File: config.mk
export PLATFORM = sky130hd
export DESIGN_NAME = alu_instr_sequencer
export DESIGN_NICKNAME = d
export VERILOG_FILES = /design/src/rtl/alu_instr_sequencer.sv
export SDC_FILE = /design/constraint.sdc
export NUM_CORES = 1
export LEC_CHECK = 0
export BUFFER_PORTS_ARGS = -buffer_cell sky130_fd_sc_hd__buf_2
export CAP_MARGIN = 20
export CORE_UTILIZATION = 37
export DETAILED_ROUTE_END_ITERATION = 10
export PLACE_DENSITY_LB_ADDON = 0.3
export SLEW_MARGIN = 30
export SYNTH_ARGS = -nofsm -noshare
export SYNTH_HDL_FRONTEND = slang
export SYNTH_SLANG_ARGS = --single-unit
File: constraint.sdc
create_clock -name clk -period 5.2 [get_ports clk]
set_input_delay 1.04 -clock clk [delete_from_list [all_inputs] [get_ports clk]]
set_output_delay 1.04 -clock clk [all_outputs]
set_load 0.02 [all_outputs]
File: src/rtl/alu_instr_sequencer.sv
// Control-step sequencer: drives every CPU_Datapath strobe to fetch and run one reg-reg ALU instruction.
// Latency: T0..T5 then DONE (6 cycles), 7 for mul/div, +1 per memory wait cycle; outputs decoded from state.
// Backpressure: mem_ready low holds the sequencer in T1W (Read/MDRin held) with no timeout; start only taken in IDLE.
module alu_instr_sequencer #(
  parameter logic [4:0] MUL_OP = 5'b01111,
  parameter logic [4:0] DIV_OP = 5'b10000,
  parameter logic [4:0] MAX_OP = 5'b10000
) (
  input  logic        clk,
  input  logic        clr,
  input  logic        start,
  input  logic        continuous,
  input  logic        mem_ready,
  input  logic [31:0] IR,
  output logic        PCout,
  output logic        MARin,
  output logic        IncPC,
  output logic        PCin,
  output logic        Read,
  output logic        MDRin,
  output logic        MDRout,
  output logic        IRin,
  output logic        Yin,
  output logic        Yout,
  output logic        Zin,
  output logic        ZLOin,
  output logic        ZHIin,
  output logic        ZLowSelect,
  output logic        ZHighSelect,
  output logic        ZLOout,
  output logic        ZHIout,
  output logic        HIin,
  output logic        Loin,
  output logic [15:0] Rin,
  output logic [15:0] Rout,
  output logic [4:0]  ALUSelection,
  output logic        busy,
  output logic        done,
  output logic        illegal,
  output logic [3:0]  state
);

  typedef enum logic [3:0] {
    S_IDLE = 4'd0,
    S_T0   = 4'd1,
    S_T1   = 4'd2,
    S_T1W  = 4'd3,
    S_T2   = 4'd4,
    S_T3   = 4'd5,
    S_T4   = 4'd6,
    S_T5   = 4'd7,
    S_T6   = 4'd8,
    S_DONE = 4'd9,
    S_ILL  = 4'd10
  } state_t;

  state_t cur_st;
  state_t nxt_st;

  logic [4:0] opcode;
  logic [3:0] ra;
  logic [3:0] rb;
  logic [3:0] rc;
  logic       wide_op;
  logic       illegal_op;
  logic       unused_ir;

  // IR fields are only meaningful from T3 onward; the low 15 bits carry no register-register information.
  assign opcode     = IR[31:27];
  assign ra         = IR[26:23];
  assign rb         = IR[22:19];
  assign rc         = IR[18:15];
  assign unused_ir  = ^IR[14:0];
  assign wide_op    = (opcode == MUL_OP) || (opcode == DIV_OP);
  assign illegal_op = (opcode > MAX_OP);
  assign state      = cur_st;

  // State register; clr drops straight to IDLE so no partial step can finish.
  always_ff @(posedge clk or negedge clr) begin
    if (!clr) begin
      cur_st <= S_IDLE;
    end else begin
      cur_st <= nxt_st;
    end
  end

  // Next-state and strobe decode; every strobe is a pure function of state (plus IR in T3..T6).
  always_comb begin
    nxt_st       = cur_st;
    PCout        = 1'b0;
    MARin        = 1'b0;
    IncPC        = 1'b0;
    PCin         = 1'b0;
    Read         = 1'b0;
    MDRin        = 1'b0;
    MDRout       = 1'b0;
    IRin         = 1'b0;
    Yin          = 1'b0;
    Yout         = 1'b0;
    Zin          = 1'b0;
    ZLOin        = 1'b0;
    ZHIin        = 1'b0;
    ZLowSelect   = 1'b0;
    ZHighSelect  = 1'b0;
    ZLOout       = 1'b0;
    ZHIout       = 1'b0;
    HIin         = 1'b0;
    Loin         = 1'b0;
    Rin          = 16'h0000;
    Rout         = 16'h0000;
    ALUSelection = 5'b00000;
    busy         = 1'b0;
    done         = 1'b0;
    illegal      = 1'b0;
    case (cur_st)
      S_IDLE: begin
        if (start) nxt_st = S_T0;
      end
      S_T0: begin
        busy       = 1'b1;
        PCout      = 1'b1;
        MARin      = 1'b1;
        IncPC      = 1'b1;
        Zin        = 1'b1;
        ZLOin      = 1'b1;
        ZLowSelect = 1'b1;
        nxt_st     = S_T1;
      end
      S_T1: begin
        busy   = 1'b1;
        ZLOout = 1'b1;
        PCin   = 1'b1;
        Read   = 1'b1;
        MDRin  = 1'b1;
        nxt_st = mem_ready ? S_T2 : S_T1W;
      end
      S_T1W: begin
        // PC was already written in T1; only the memory read is held here.
        busy   = 1'b1;
        Read   = 1'b1;
        MDRin  = 1'b1;
        if (mem_ready) nxt_st = S_T2;
      end
      S_T2: begin
        busy   = 1'b1;
        MDRout = 1'b1;
        IRin   = 1'b1;
        nxt_st = S_T3;
      end
      S_T3: begin
        busy = 1'b1;
        if (illegal_op) begin
          nxt_st = S_ILL;
        end else begin
          Rout   = 16'd1 << rb;
          Yin    = 1'b1;
          nxt_st = S_T4;
        end
      end
      S_T4: begin
        busy         = 1'b1;
        Yout         = 1'b1;
        Rout         = 16'd1 << rc;
        ALUSelection = opcode;
        Zin          = 1'b1;
        ZLOin        = 1'b1;
        ZLowSelect   = 1'b1;
        ZHIin        = wide_op;
        ZHighSelect  = wide_op;
        nxt_st       = S_T5;
      end
      S_T5: begin
        busy   = 1'b1;
        ZLOout = 1'b1;
        if (wide_op) begin
          Loin   = 1'b1;
          nxt_st = S_T6;
        end else begin
          Rin    = 16'd1 << ra;
          nxt_st = S_DONE;
        end
      end
      S_T6: begin
        busy   = 1'b1;
        ZHIout = 1'b1;
        HIin   = 1'b1;
        nxt_st = S_DONE;
      end
      S_DONE: begin
        done   = 1'b1;
        nxt_st = continuous ? S_T0 : S_IDLE;
      end
      S_ILL: begin
        illegal = 1'b1;
        nxt_st  = S_IDLE;
      end
      default: begin
        nxt_st = S_IDLE;
      end
    endcase
  end

endmodule

==> flow_metrics.env <==
export IMPL_status="complete, no violations"
export IMPL_maxCapViolCount=0
export IMPL_powerDensity_mw_per_mm2=398.1
export IMPL_grt_max_degree=18
export IMPL_vias=1320
export IMPL_grt_use_total_pct=22.09
export IMPL_ys_seq_area_share_pct=10.94
export IMPL_path_class="in2out"
export IMPL_die_h_um=51.72
export IMPL_ios=100
export IMPL_grt_pass1_vias=1029
export IMPL_cts_reportedPaths_clkPinSlew_ns=0.04
export IMPL_die_x_um=51.72
export IMPL_tritoncts="done"
export IMPL_largest_register_ffs=4
export IMPL_final_nets=243
export IMPL_crit_arrival_ns=2.45
export IMPL_r2r_end="state[0]"
export IMPL_ys_warn_count=0
export IMPL_synth_edf_count=0
export IMPL_final_period_utilization_pct=67.13
export IMPL_clockPowerShare_pct=7.8
export IMPL_root_buffer="clkbuf_4"
export IMPL_seq_power_share_pct=18.7
export IMPL_cp_start_kind="input pin"
export IMPL_internal_power_uw=208.7
export IMPL_portBuffers=84
export IMPL_reg2reg_from="state[2]"
export IMPL_reg2reg_depth=3
export IMPL_place_congestion=0.8362
export IMPL_slowest_delay_ns=0.56
export IMPL_synth_most_common_cell="nor3_1"
export IMPL_core_area_mm2=0.002276
export IMPL_htree_levels=1
export IMPL_fmax_ghz=0.2865
export IMPL_cts_resized=0
export IMPL_synthTopCellsByCount="17 x nor3_1, 14 x nand2b_1, 9 x o22ai_1, 8 x buf_4"
export IMPL_ys_types=38
export IMPL_cp_common_cell="buf_2"
export IMPL_grt_pass1_wl_um=4540
export IMPL_n_fill_cell=225
export IMPL_clock_skew_ns=0.007404
export IMPL_critPathBufInv=2
export IMPL_syn_num_nets=168
export IMPL_hpwlAfterDp_um=2453
export IMPL_crit_chain="buf_2, or4_4, o221ai_4, nor3_1, buf_2"
export IMPL_critPathTopFamily="simple AND/OR/NAND/NOR gates"
export IMPL_clkLatencyLatePin_ns=0.24
export IMPL_p_leak_uw=0.0006766
export IMPL_multiInputGateArea_um2=710.7
export IMPL_dieArea_mm2=0.002675
export IMPL_synthCells=131
export IMPL_syn_avg_cell_area_um2=6.982
export IMPL_cts_buffers=3
export IMPL_post_cts_setup_buffers=0
export IMPL_via_per_inst=5.690
export IMPL_routedWlPerCell_um=13.17
export IMPL_fin_crit_ns=3.491
export IMPL_insertedDiodeCount=0
export IMPL_synth_top_area_cell="dfrtp_1"
export IMPL_register_area_um2=100.1
export IMPL_rsz0062_at_grt="false"
export IMPL_hold_viol_final=0
export IMPL_power_frac_comb_pct=73.5
export IMPL_ys_ff_latch=4
export IMPL_synth_top_area_share_pct=10.94
export IMPL_worst_slew_pin_transition_ns=0.6164
export IMPL_cts_buffer_depth=2
export IMPL_drive_gt1_share_pct=48.04
export IMPL_peakVddDrop_v=0.0003070
export IMPL_placedCellCount=229
export IMPL_crit_fanout=17
export IMPL_antenna_found_initial=0
export IMPL_drtIter0Drc=19
export IMPL_async_reset_ff_share_pct=100.0
export IMPL_start_util_pct=40.19
export IMPL_wl_um=3056
export IMPL_drv_slew=0
export IMPL_cp_data_required_time_ns=4.16
export IMPL_drtPass1Iterations=4
export IMPL_hold_buffers=0
export IMPL_slew_headroom_pct=58.32
export IMPL_final_setup_viol_count=0
export IMPL_rows=17
export IMPL_hold_path_class="in2async"
export IMPL_clock_sinks=4
export IMPL_p_sw_uw=311.8
export IMPL_crit_path_end_kind="output pin"
export IMPL_fin_cells=232
export IMPL_synth_top_cells_by_area="dfrtp_1 11%, nand2b_1 9.6%, nor3_1 9.3%"
export IMPL_drc=0
export IMPL_fin_tns_setup_ns=0
export IMPL_synth_main_ff_cell="dfrtp_1"
export IMPL_cp_slowest_cell="or4_4"
export IMPL_overflow=0
export IMPL_syn_area_um2=914.6
export IMPL_p_sw_share_pct=59.90
export IMPL_ant_nets=0
export IMPL_r2r_slack_ns=3.73
export IMPL_area_delta_synth_final_pct=42.95
## final cells by class
type                    instances  share of cell area, %
well taps                      28                  2.679
repair buffers                 84                  32.15
inverters                       5                  1.435
multi-input cells             108                  54.35
flip-flops and latches          4                  7.656
clock buffers                   3                  1.722
## layout by cell type (no fill, tap or decap), types with 2 or more instances in the layout
cell       n
and2_1     5
buf_2     84
clkbuf_4   3
dfrtp_1    4
inv_1      5
nand2_1    7
nand2b_1  14
nand3_1    3
nand3b_1   2
nor2_1     7
nor2b_1    3
nor3_1    17
nor4_1     6
o21ai_0    4
o22ai_1    9
o32ai_1    7
or2_2      3
or4_1      3
## worst max-delay path by stage
stage / slack, ns / depth (start not counted) / start / to
finish: 1.71 / 5 / IR[27] / Rin[5]
global route: 1.56 / 5 / IR[27] / Rout[7]
CTS: 1.69 / 4 / state[2] / Rout[14]
detailed placement: 1.71 / 5 / IR[27] / Rout[14]
global placement: 1.76 / 5 / IR[27] / Rout[7]
floorplan: 1.59 / 4 / IR[27] / ZHighSelect
## kinds of logic (layout without fill, tap and decap cells)
kind of cell    count (synthesis)  in the layout  synth area share (%)
xor+xnor                        1              1                0.9578
buf+inv                        19             92                 12.04
simple gates                   77             77                 49.39
flops                           4              4                 10.94
compound gates                 29             29                 25.58
mux                             1              1                 1.094
## metrics by stage
| stage | area (um^2) | utilization, % | worst slack, ns | total power [uW] | hold WS (ns) |
|---|---|---|---|---|---|
| floorplan | 914.6 | - | 1.591 | 391.1 | 0.7444 |
| global placement | 1279 | 56.18 | 1.759 | 465.0 | 0.6961 |
| detailed placement | 1279 | 56.18 | 1.711 | 475.9 | 0.7365 |
| CTS | 1301 | 57.17 | 1.686 | 520.2 | 0.5911 |
| global route | 1308 | 57.45 | 1.562 | 560.2 | 0.5837 |
| finish | 1308 | 57.45 | 1.709 | 520.5 | 0.5967 |
## power groups by stage
stage | clock network, uW | logic (uW) | registers [uW]
after CTS | 42.4 | 382 | 95.5
after global routing | 45.9 | 411 | 104
after global placement | 0 | 372 | 92.6
after floorplan | 0 | 313 | 78.6
after detailed placement | 0 | 380 | 96.1
final | 40.5 | 383 | 97.4
## metal layers
metal | wire length [um] | up-vias | GRT usage (%)
li1 | - | 645 | -
met1 | 1288 | 608 | 28.80
met2 | 1487 | 64 | 37.23
met3 | 258 | 3 | 3.801
met4 | 21 | 0 | 5.856
met5 | 0 | - | 0
(Power assumes the default switching activity.)
